==> src/rtl/regfile_19bit.sv <==
// 2**ADDR_WIDTH x DATA_WIDTH register file: one synchronous write port, two combinational read ports.
// Optional REGFILE_WRITE_BYPASS_EN forwards write_data to a read port addressing the register being written.
module regfile_19bit #(
    parameter int unsigned DATA_WIDTH = 19,
    parameter int unsigned ADDR_WIDTH = 5
) (
    input  logic                  clk,
    input  logic                  rst,
    input  logic [ADDR_WIDTH-1:0] read_addr1,
    input  logic [ADDR_WIDTH-1:0] read_addr2,
    input  logic [ADDR_WIDTH-1:0] write_addr,
    input  logic [DATA_WIDTH-1:0] write_data,
    input  logic                  write_enable,
    output logic [DATA_WIDTH-1:0] read_data1,
    output logic [DATA_WIDTH-1:0] read_data2
);

    localparam int unsigned NUM_REGS = 1 << ADDR_WIDTH;

    logic [DATA_WIDTH-1:0] regs [NUM_REGS];

    // Storage: reset clears every entry and overrides any concurrent write.
    always_ff @(posedge clk or negedge rst) begin
        if (!rst) begin
            for (int i = 0; i < NUM_REGS; i++) begin
                regs[i] <= '0;
            end
        end else if (write_enable) begin
            regs[write_addr] <= write_data;
        end
    end

    // Read ports: index the array directly, forwarding the in-flight write when bypass is built in.
    always_comb begin
        read_data1 = regs[read_addr1];
        read_data2 = regs[read_addr2];
`ifdef REGFILE_WRITE_BYPASS_EN
        if (rst && write_enable && (read_addr1 == write_addr)) begin
            read_data1 = write_data;
        end
        if (rst && write_enable && (read_addr2 == write_addr)) begin
            read_data2 = write_data;
        end
`endif
    end

endmodule

==> config.mk <==
export PLATFORM = sky130hd
export DESIGN_NAME = regfile_19bit
export DESIGN_NICKNAME = d
export VERILOG_FILES = /design/src/rtl/regfile_19bit.sv
export SDC_FILE = /design/constraint.sdc
export NUM_CORES = 1
export LEC_CHECK = 0
export CORE_ASPECT_RATIO = 0.8
export CORE_MARGIN = 5
export CORE_UTILIZATION = 50
export CTS_BUF_LIST = sky130_fd_sc_hd__clkbuf_8
export DETAILED_ROUTE_END_ITERATION = 8
export GPL_ROUTABILITY_DRIVEN = 0
export PLACE_DENSITY = 0.66
export SKIP_CTS_REPAIR_TIMING = 1
export SLEW_MARGIN = 20
export SYNTH_ARGS = -nofsm -noshare
export SYNTH_HDL_FRONTEND = slang
export SYNTH_SLANG_ARGS = --single-unit
==> constraint.sdc <==
create_clock -name clk -period 1.7 [get_ports clk]
set_input_delay 0.17 -clock clk [delete_from_list [all_inputs] [get_ports clk]]
set_output_delay 0.17 -clock clk [all_outputs]
set_load 0.05 [all_outputs]
## Yosys cells after proc, flatten, opt, wreduce, memory -nomap -nowiden

Index checks and enable logic that the tools add are counted.

- Order comparisons: 4
- Multiplexer cells: 9
- Bitwise operators: 3
- Reductions and logical operators: 1

Operator list:

| kind | number |
|---|---|
| bitwise mux 608 bit | 1 |
| binary-select mux 19 bit (select 5 bit) | 2 |
| demux 19 bit (select 5 bit) | 1 |
| two-way mux 19 bit | 5 |
| greater-or-equal comparator 6 bit (second input constant) | 3 |
| NOT 5 -> 6 bit | 3 |
| < comparator 6 x 1 -> 1 bit (second input constant) | 1 |
| logical AND 1 bit | 1 |

- Bits in registers: 608

## Depth between registers and ports, before layout

- Word-level depth: 6
- Depth in mapped cells: 8

## Worst setup path before layout

No wires, ideal clock.

- Path kind: input to output
- Start point: input read_addr2[1]
- End point: output read_data2[6]
- Arrival: 1,772 ps
- Data required time: 1,530 ps
- Slack: -242 ps
- Stages: 8
- Buffers on the path: 4
- Path through: buf_2 > buf_2 > buf_2 > buf_4 > mux2i_1 > nand2_1 > a31oi_1 > nand3_1

- Cells in the longest elaborated chain, start to end: 4

RTL lines:

| element | RTL line | text |
|---|---|---|
| start, declared | 10 | `input logic [ADDR_WIDTH-1:0] read_addr2,` |
| NOT 5 -> 6 bit (not written as such) | 36 | `read_data2 = regs[read_addr2];` |
| binary-select mux 19 bit (select 5 bit) | 36 |  |
| two-way mux 19 bit (not written as such) (2 in series) | 36 |  |
| end, declared | 15 | `output logic [DATA_WIDTH-1:0] read_data2` |

Every way passes these cells. The select of a mux whose other input is x is not followed.

## Final worst setup path

- Start point: register regs[593] in the netlist's numbering
- End point: output read_data1[4]

- Cells in the longest elaborated chain, start to end: 3

RTL lines:

| element | RTL line | text |
|---|---|---|
| start, declared | 20 | `logic [DATA_WIDTH-1:0] regs [NUM_REGS];` |
| start signal, assigned by index | 29 | `regs[write_addr] <= write_data;` |
| binary-select mux 19 bit (select 5 bit) | 35 | `read_data1 = regs[read_addr1];` |
| two-way mux 19 bit (not written as such) (2 in series) | 35 |  |
| end, declared | 14 | `output logic [DATA_WIDTH-1:0] read_data1,` |

Every way passes these cells. The select of a mux whose other input is x is not followed.

==> reports/metrics.csv <==
metric,value,unit
# setup viols final,38,
synth top area cells,"dfrtp_1 (45%), mux2_2 (19%), mux2i_1 (18%), a22oi_1 (3.4%), a22o_1 (2.0%)",
max_cap viols,0,
Synth Warn #,0,
diode count,0,
worst slack at placement,-832,ps
failing checks,setup timing,
clk_lat worst skew,700,ps
fmax,416,MHz
post-synth top area share,45.4,%
DRT antenna net count,0,
"EDFF count, synth",0,
"Net Count, Synth",2745,
leak pwr,19.8,nW
arrival time worst endpoint,2230,ps
Final Cycle Share,141,%
crit path launch,regs[593]$_DFFE_PN0P_,
detailed-route wire length per cell,27.7,µm
crit path kind,flip-flop to output port,
FF-to-FF Start,regs[531]$_DFFE_PN0P_,
DR pass1 iterations,6,
setup TNS,-21620,ps
Final Hold Vio Count,0,
GRT overflow,0,
CTS Root Cell,clkbuf_8,
Slew HR,62.5,%
Core ar.,66000,µm²
largest area contributor in the netlist,dfrtp_1,
RSZ-0062 raised after global routing,yes,
DP HPWL,71.5,mm
detailed-route via count,24827,
die extent in x,299,µm
initial antenna violation count,0,
clock-pin slew on the worst setup and hold paths,60,ps
clock skew,0,ps
DRT iter0 DRCs,2344,
synthesized area per cell,12.4,µm²
Final Max Slew Viols,0,
Die ar.,72300,µm²
IO buf count,74,
number of global-route vias before repair,26139,
outcome,"complete, but fails checks",
largest net degree at the start of global routing,93,
Initial Util,50.7,%
Synth Flop Type,dfrtp_1,
Num Clock Sinks,608,
most flop-heavy register,regs,
Crit Path Max Fanout,3,
Setup WS post-layout,-703,ps
Hold Path Class,input port to async pin,
design area,41600,µm²
Pwr Density,1060,nW/µm²
Yosys reg bits,608,
Post-Syn Instances,2708,
crit path launch type,flip-flop,
first-pass GRT wire length,164,mm
"leading cell types in the layout, fill and taps excluded","dfrtp_1 (607), mux2i_1 (597), mux2_2 (551), buf_4 (194), buf_12 (159)",
H-tree levels,3,
Layout area overhead,24.1,%
CP Data Required Time,1530,ps
Num CTS Buffers,98,
async set-or-reset flop fraction in the synthesized netlist,100,%
Die Ht,242,µm
"Cell Area, Synth",33500,µm²
Max VDD drop,0.744,mV
Unique masters post-synth,37,
Nets,2990,
layout cells sized above 1,40.4,%
# DRC,0,
row count,84,
PnR Total Power,44.0,mW
Total GRT Usage,28.9,%
WL final,108,mm
"Seq/Total Area, Yosys",45.4,%
"most common cell after layout, fill and taps aside",dfrtp_1,
max FFs per register,608,
io pins,75,
TritonCTS clock tree,yes,
Clock Path Buffers,3,
critical path endpoint category,output port,
worst-margin pin slew,563,ps
Vias/cell,6.38,
WHS,179,ps
final critical-path required period,2400,ps
Post-DP Area,38800,µm²
biggest regs,regs (608),
==> cell families after synthesis <==
kind of cell / Yosys count / share of synthesized area [%]
mux: 1216 / 38.6
flops: 608 / 45.4
compound gates: 342 / 7.24
simple gates: 291 / 5.20
buf+inv: 251 / 3.53
==> routing by layer <==
layer  share of wire (%)  track usage (%)  wire, µm  vias up
met3                 6.5             5.48      7010      272
met1                  43             40.0     46700    12961
met4                 3.7             10.3      3960        0
li1                    -                -         -    10638
met5                   0                0         0        -
met2                  46             45.8     49900      956
==> cell type report <==
type,instances,area [µm²]
fill,5056,24400
multi-input combinational,1849,18100
sequential,608,15200
timing repair buffer,396,5110
clock buffer,139,1910
tap,860,1080
clock inverter,37,201
==> per-stage QoR <==
stage | utilization [%] | cells
2_1_floorplan | - | 2708
3_3_place_gp | 58.7 | 3724
3_5_place_dp | 58.7 | 3724
4_1_cts | 61.9 | 3900
5_1_grt | 63.0 | 3889
6_report | 63.0 | 3889
==> critical path, stage by stage (launching register included) <==
cell and delay, ps:
dfrtp_1 370, mux2i_1 80, a22o_1 260, nor3_1 320
a31oi_1 110, buf_4 170, nand3_2 110, buf_12 150
==> worst paths after layout <==
path	slack, ps	endpoint	cells past startpoint
hold / removal	180	regs[447]$_DFFE_PN0P_	3
min in group clk	420	regs[6]$_DFFE_PN0P_	3
max in group asynchronous	920	regs[479]$_DFFE_PN0P_	3
hold reg to reg	510	regs[510]$_DFFE_PN0P_	1
setup reg to reg	780	regs[531]$_DFFE_PN0P_	2
setup / recovery	-700	read_data1[4]	7
==> power breakdown <==
| group | switching [mW] | total [mW] | internal, mW |
|---|---|---|---|
| Combinational | 5.22 | 10.8 | 5.61 |
| Sequential | 2.27 | 19.6 | 17.3 |
| Clock | 6.05 | 13.5 | 7.49 |
| Total | 13.5 | 44.0 | 30.4 |
==> Yosys cell counts (4+ instances only) <==
cell and instances:
dfrtp_1 608, mux2i_1 608, mux2_2 551, a22oi_1 152
clkbuf_1 123, buf_2 80, nand2_1 77, a21oi_1 76
a22o_1 76, nand3_1 76, mux2_1 57, a31oi_1 38
nand4_1 38, nor3_1 38, buf_4 29, nand2_2 16
buf_1 15, nor2_8 8, nor2_4 7, buf_6 4
nand2b_1 4, nor2b_1 4
No activity file was read; power rests on OpenSTA's default activity.
==> edit 1 (same flow settings) <==
Change the parameter `DATA_WIDTH` from 19 to 27.
--- a/src/rtl/regfile_19bit.sv
+++ b/src/rtl/regfile_19bit.sv
@@ -3,3 +3,3 @@
 module regfile_19bit #(
-    parameter int unsigned DATA_WIDTH = 19,
+    parameter int unsigned DATA_WIDTH = 27,
     parameter int unsigned ADDR_WIDTH = 5
Ports: changed (resized read_data1, read_data2 and write_data); port bits go from 75 to 99. No check against the original RTL was run, so the function may have changed too.
==> edit 1 against the original RTL <==
The flow still finishes with violations (setup timing). Clock power rose by 37%. Worst setup slack got worse by 0.10 ns. Critical endpoint is now read_data2[10]. Synthesized area rose by 41%. Routed wire length rose by 45%. Sequential cell count rose by 256. Non-clock buffer count rose by 212. Via count rose by 40%. Worst hold slack got worse by 0.15 ns. Total power rose by 39%. Final area rose by 41%.
==> edit 1: results (changes against the original RTL) <==
* Status: finished with violations
* Failing checks: setup timing
* Hold WC Path Type: in -> async
* Top Registers: regs x864
* WL/cell at 27.9 um (+0.97%)
* Crit Path Max Fanout at 3 (unchanged)
* Crit path DAT at 2.33 ns (+0.10 ns)
* Final setup margin at -0.804 ns (-0.101 ns)
* FF-to-FF Start: regs[853]
* Largest net degree at the start of global routing at 84 (-9.7%)
* Most common library cells after synthesis: dfrtp_1 (864), mux2i_1 (864), mux2_2 (835)
* M1 wire length at 70.1 mm (+50%)
* Leakage at 27.9 nW (+41%)
* CP Depth at 6 (-1)
* End point of the critical path: read_data2[10]
* Post-synthesis net count at 3931 (+43%)
* Register-to-register setup slack at 0.79 ns
* CP delay by family, top: compound AO/OA/AOI/OAI gates
* GRT met2 Usage at 46.8% (+0.97 points)
* Final setup viols at 54 (+42%)
* Synth top area cells: dfrtp_1 (46%), mux2_2 (20%), mux2i_1 (18%)
* DRT Pass-1 Iters at 5 (-1)
* Post-synthesis sequential area ratio at 45.7% (+0.30 points)
* Vias at 34800 (+40%)
* Num CTS Buffers at 145 (+48%)
* Wire length on met2 at 70.9 mm (+42%)
* Vias in the first global route at 35400 (+35%)
* GRT met1 Usage at 43.0% (+3.0 points)
* GRT met3 Usage at 5.89% (+0.41 points)
* Total GRT Usage at 30.2% (+1.3 points)
* Max layer used: met5
* Hpwl dp at 103 mm (+44%)
* Initial antenna violation count at 6 (+6)
* Worst VDD drop at 0.884 mV (+19%)
* CP startpoint: regs[793]
* CP max stage delay at 0.39 ns (+0.02 ns)
* First-pass GRT wire length at 232 mm (+42%)
* Core ar. at 93500 um^2 (+42%)
* Initial DRC count at 3156 (+35%)
* Skew-Pair Late Insertion Delay at 0.86 ns (+0.16 ns)
* NumNets Final at 4321 (+45%)
* Setup TNS at -37.24 ns (-15.62 ns)
* Share of layout cells above drive strength 1 at 41.4% (+1.0 points)
* Reg2reg end: regs[853]
* Count of input and output buffers at 98 (+32%)
-- edit 1: changes by cell type after synthesis, sizes merged --
cell / delta
a22oi: +10
nand3: +86
clkbuf: +44
mux2i: +256
nand4: -38
dfrtp: +256
nor3: +16
a31oi: +16
mux2: +256
buf: +70
a21oi: +86
a22o: +32
nand2: +88
-- edit 1: area by class of cell --
cell class	count	area [um^2]
well taps	1224	1530
repair buffers	608	7360
clock buffers	188	2590
clock inverters	57	248
flip-flops and latches	864	21600
multi-input cells	2657	25400
diodes	1	2.50
fillers	7233	34700
-- edit 1: worst min-delay path by stage --
stage	from	end	slack (ns)	cells after the start
finish	rst	regs[584]	0.03	3
global route	rst	regs[427]	0.02	3
CTS	rst	regs[101]	-0.87	1
detailed placement	rst	regs[101]	0.07	1
global placement	rst	regs[20]	0.07	1
floorplan	rst	regs[0]	-0.13	0
-- edit 1: logic make-up after synthesis --
group | count (synthesis) | share of synthesized area, %
flops | 864 | 45.7
buf+inv | 365 | 3.67
simple gates | 443 | 4.75
compound gates | 486 | 7.00
mux | 1728 | 38.9
-- edit 1: power breakdown --
group | internal, W | switching [W]
clock | 0.00981 | 0.00873
combinational | 0.00772 | 0.00708
sequential | 0.0246 | 0.00314
-- edit 1: per-stage QoR --
| stage | instances | setup slack [ns] | area, um^2 | util [%] |
|---|---|---|---|---|
| 2_1_floorplan | 3886 | -0.0139 | 48200 | - |
| 3_5_place_dp | 5338 | -0.946 | 54900 | 58.8 |
| 6_report | 5599 | -0.804 | 58700 | 62.8 |
| 5_1_grt | 5599 | -0.871 | 58700 | 62.8 |
| 4_1_cts | 5583 | -1.12 | 57700 | 61.8 |
| 3_3_place_gp | 5338 | -0.906 | 54900 | 58.8 |
-- edit 1: tightest hold or removal path: cells and delay by family --
kind                   cells  cell delay (ns)
buffers and inverters      3             1.06
==> edit 2 (config.mk and constraints unchanged) <==
Without the edit above. Build with the macro `REGFILE_WRITE_BYPASS_EN` defined.
--- a/src/rtl/regfile_19bit.sv
+++ b/src/rtl/regfile_19bit.sv
@@ -2,2 +2,4 @@
 // Optional REGFILE_WRITE_BYPASS_EN forwards write_data to a read port addressing the register being written.
+`define REGFILE_WRITE_BYPASS_EN
+
 module regfile_19bit #(
Check against the original RTL: not equivalent (a bounded check fails within 4 cycles, from zero or initial values and one cycle with rst low).
==> edit 2 against the original RTL <==
The flow still finishes with violations (setup timing). Die area up 0.84%. Routed wire length is 6.3% higher. Fmax fell by 16%. Synthesized area up 0.88%. Sequential cell count unchanged. Via count rose by 1.8%. Final area grew 5.3%. Combinational power up 21%. Worst setup slack worse by 0.45 ns. Total power is 4.6% higher. Critical path type unchanged. Largest cell class unchanged. Largest power group unchanged. Highest routed layer unchanged.
==> edit 2: results (changes against the original RTL) <==
* Top cell type's share of synthesized area at 45.0% (-0.40 points)
* DRT Pass-1 Iters at 5 (-1)
* Slew margin rel. at 27.8% (-35 points)
* Combinational cell fraction of total power at 28.5% (+3.9 points)
* Mux cell area share after synthesis at 39.8% (+1.2 points)
* Most common library cells after synthesis: mux2_2 (632), dfrtp_1 (608), mux4_2 (185)
* Status: finished with violations
* Num CTS Buffers at 100 (+2.0%)
* NumNets Final at 3031 (+1.4%)
* Post-synthesis net count at 2433 (-11%)
* Final setup viols at 38 (unchanged)
* Hpwl dp at 78.4 mm (+9.7%)
* Register-to-register setup slack at 0.70 ns (-0.08 ns)
* CP max stage delay at 0.49 ns (+0.12 ns)
* Initial DRC count at 2235 (-4.7%)
* Vias at 25300 (+1.8%)
* Post-Synth XOR/XNOR Area at 0.259% (+0.26 points)
* Failing checks: setup timing
* Synth top area cells: dfrtp_1 (45%), mux2_2 (21%), mux4_2 (12%)
* Netlist cell types at 61 (+65%)
* Leakage at 19.7 nW (-0.41%)
* CP delay by family, top: multiplexers
* Final setup margin at -1.15 ns (-0.450 ns)
* FF-to-FF path depth at 3 (+1)
* Crit Path Max Fanout at 2 (-1)
* Setup TNS at -37.27 ns (-15.66 ns)
* Fillers at 4897 (-3.1%)
* Post-DP Area at 40900 um^2 (+5.5%)
* Synth Area per Inst at 14.1 um^2 (+14%)
* FF-to-FF Start: regs[380]
* WL/cell at 28.7 um (+3.9%)
## edit 2: area by class of cell
| class | count | area, um^2 | share of cell area (%) |
|---|---|---|---|
| Multi-Input combinational cell | 1552 | 18400 | 41.9 |
| Sequential cell | 608 | 15200 | 34.8 |
| Timing Repair Buffer | 730 | 6960 | 15.9 |
| Clock buffer | 135 | 1860 | 4.25 |
| Tap cell | 913 | 1140 | 2.61 |
| Clock inverter | 39 | 225 | 0.515 |
| Inverter | 2 | 7.51 | 0.0172 |
## edit 2: worst max path at each step
stage	slack (ns)	endpoint	from
CTS	-1.40	read_data2[3]	regs[41]
global placement	-0.89	read_data2[5]	read_addr2[4]
finish	-1.15	read_data1[5]	regs[385]
floorplan	-0.43	read_data1[6]	read_addr1[0]
global route	-1.24	read_data2[3]	regs[459]
detailed placement	-0.89	read_data2[17]	read_addr2[4]
## edit 2: routing by layer
metal / global-route usage [%] / wire length, um
met3: 6.72 / 9500
met1: 45.1 / 48800
met2: 46.2 / 51800
met5: 0 / 0
met4: 11.3 / 4190
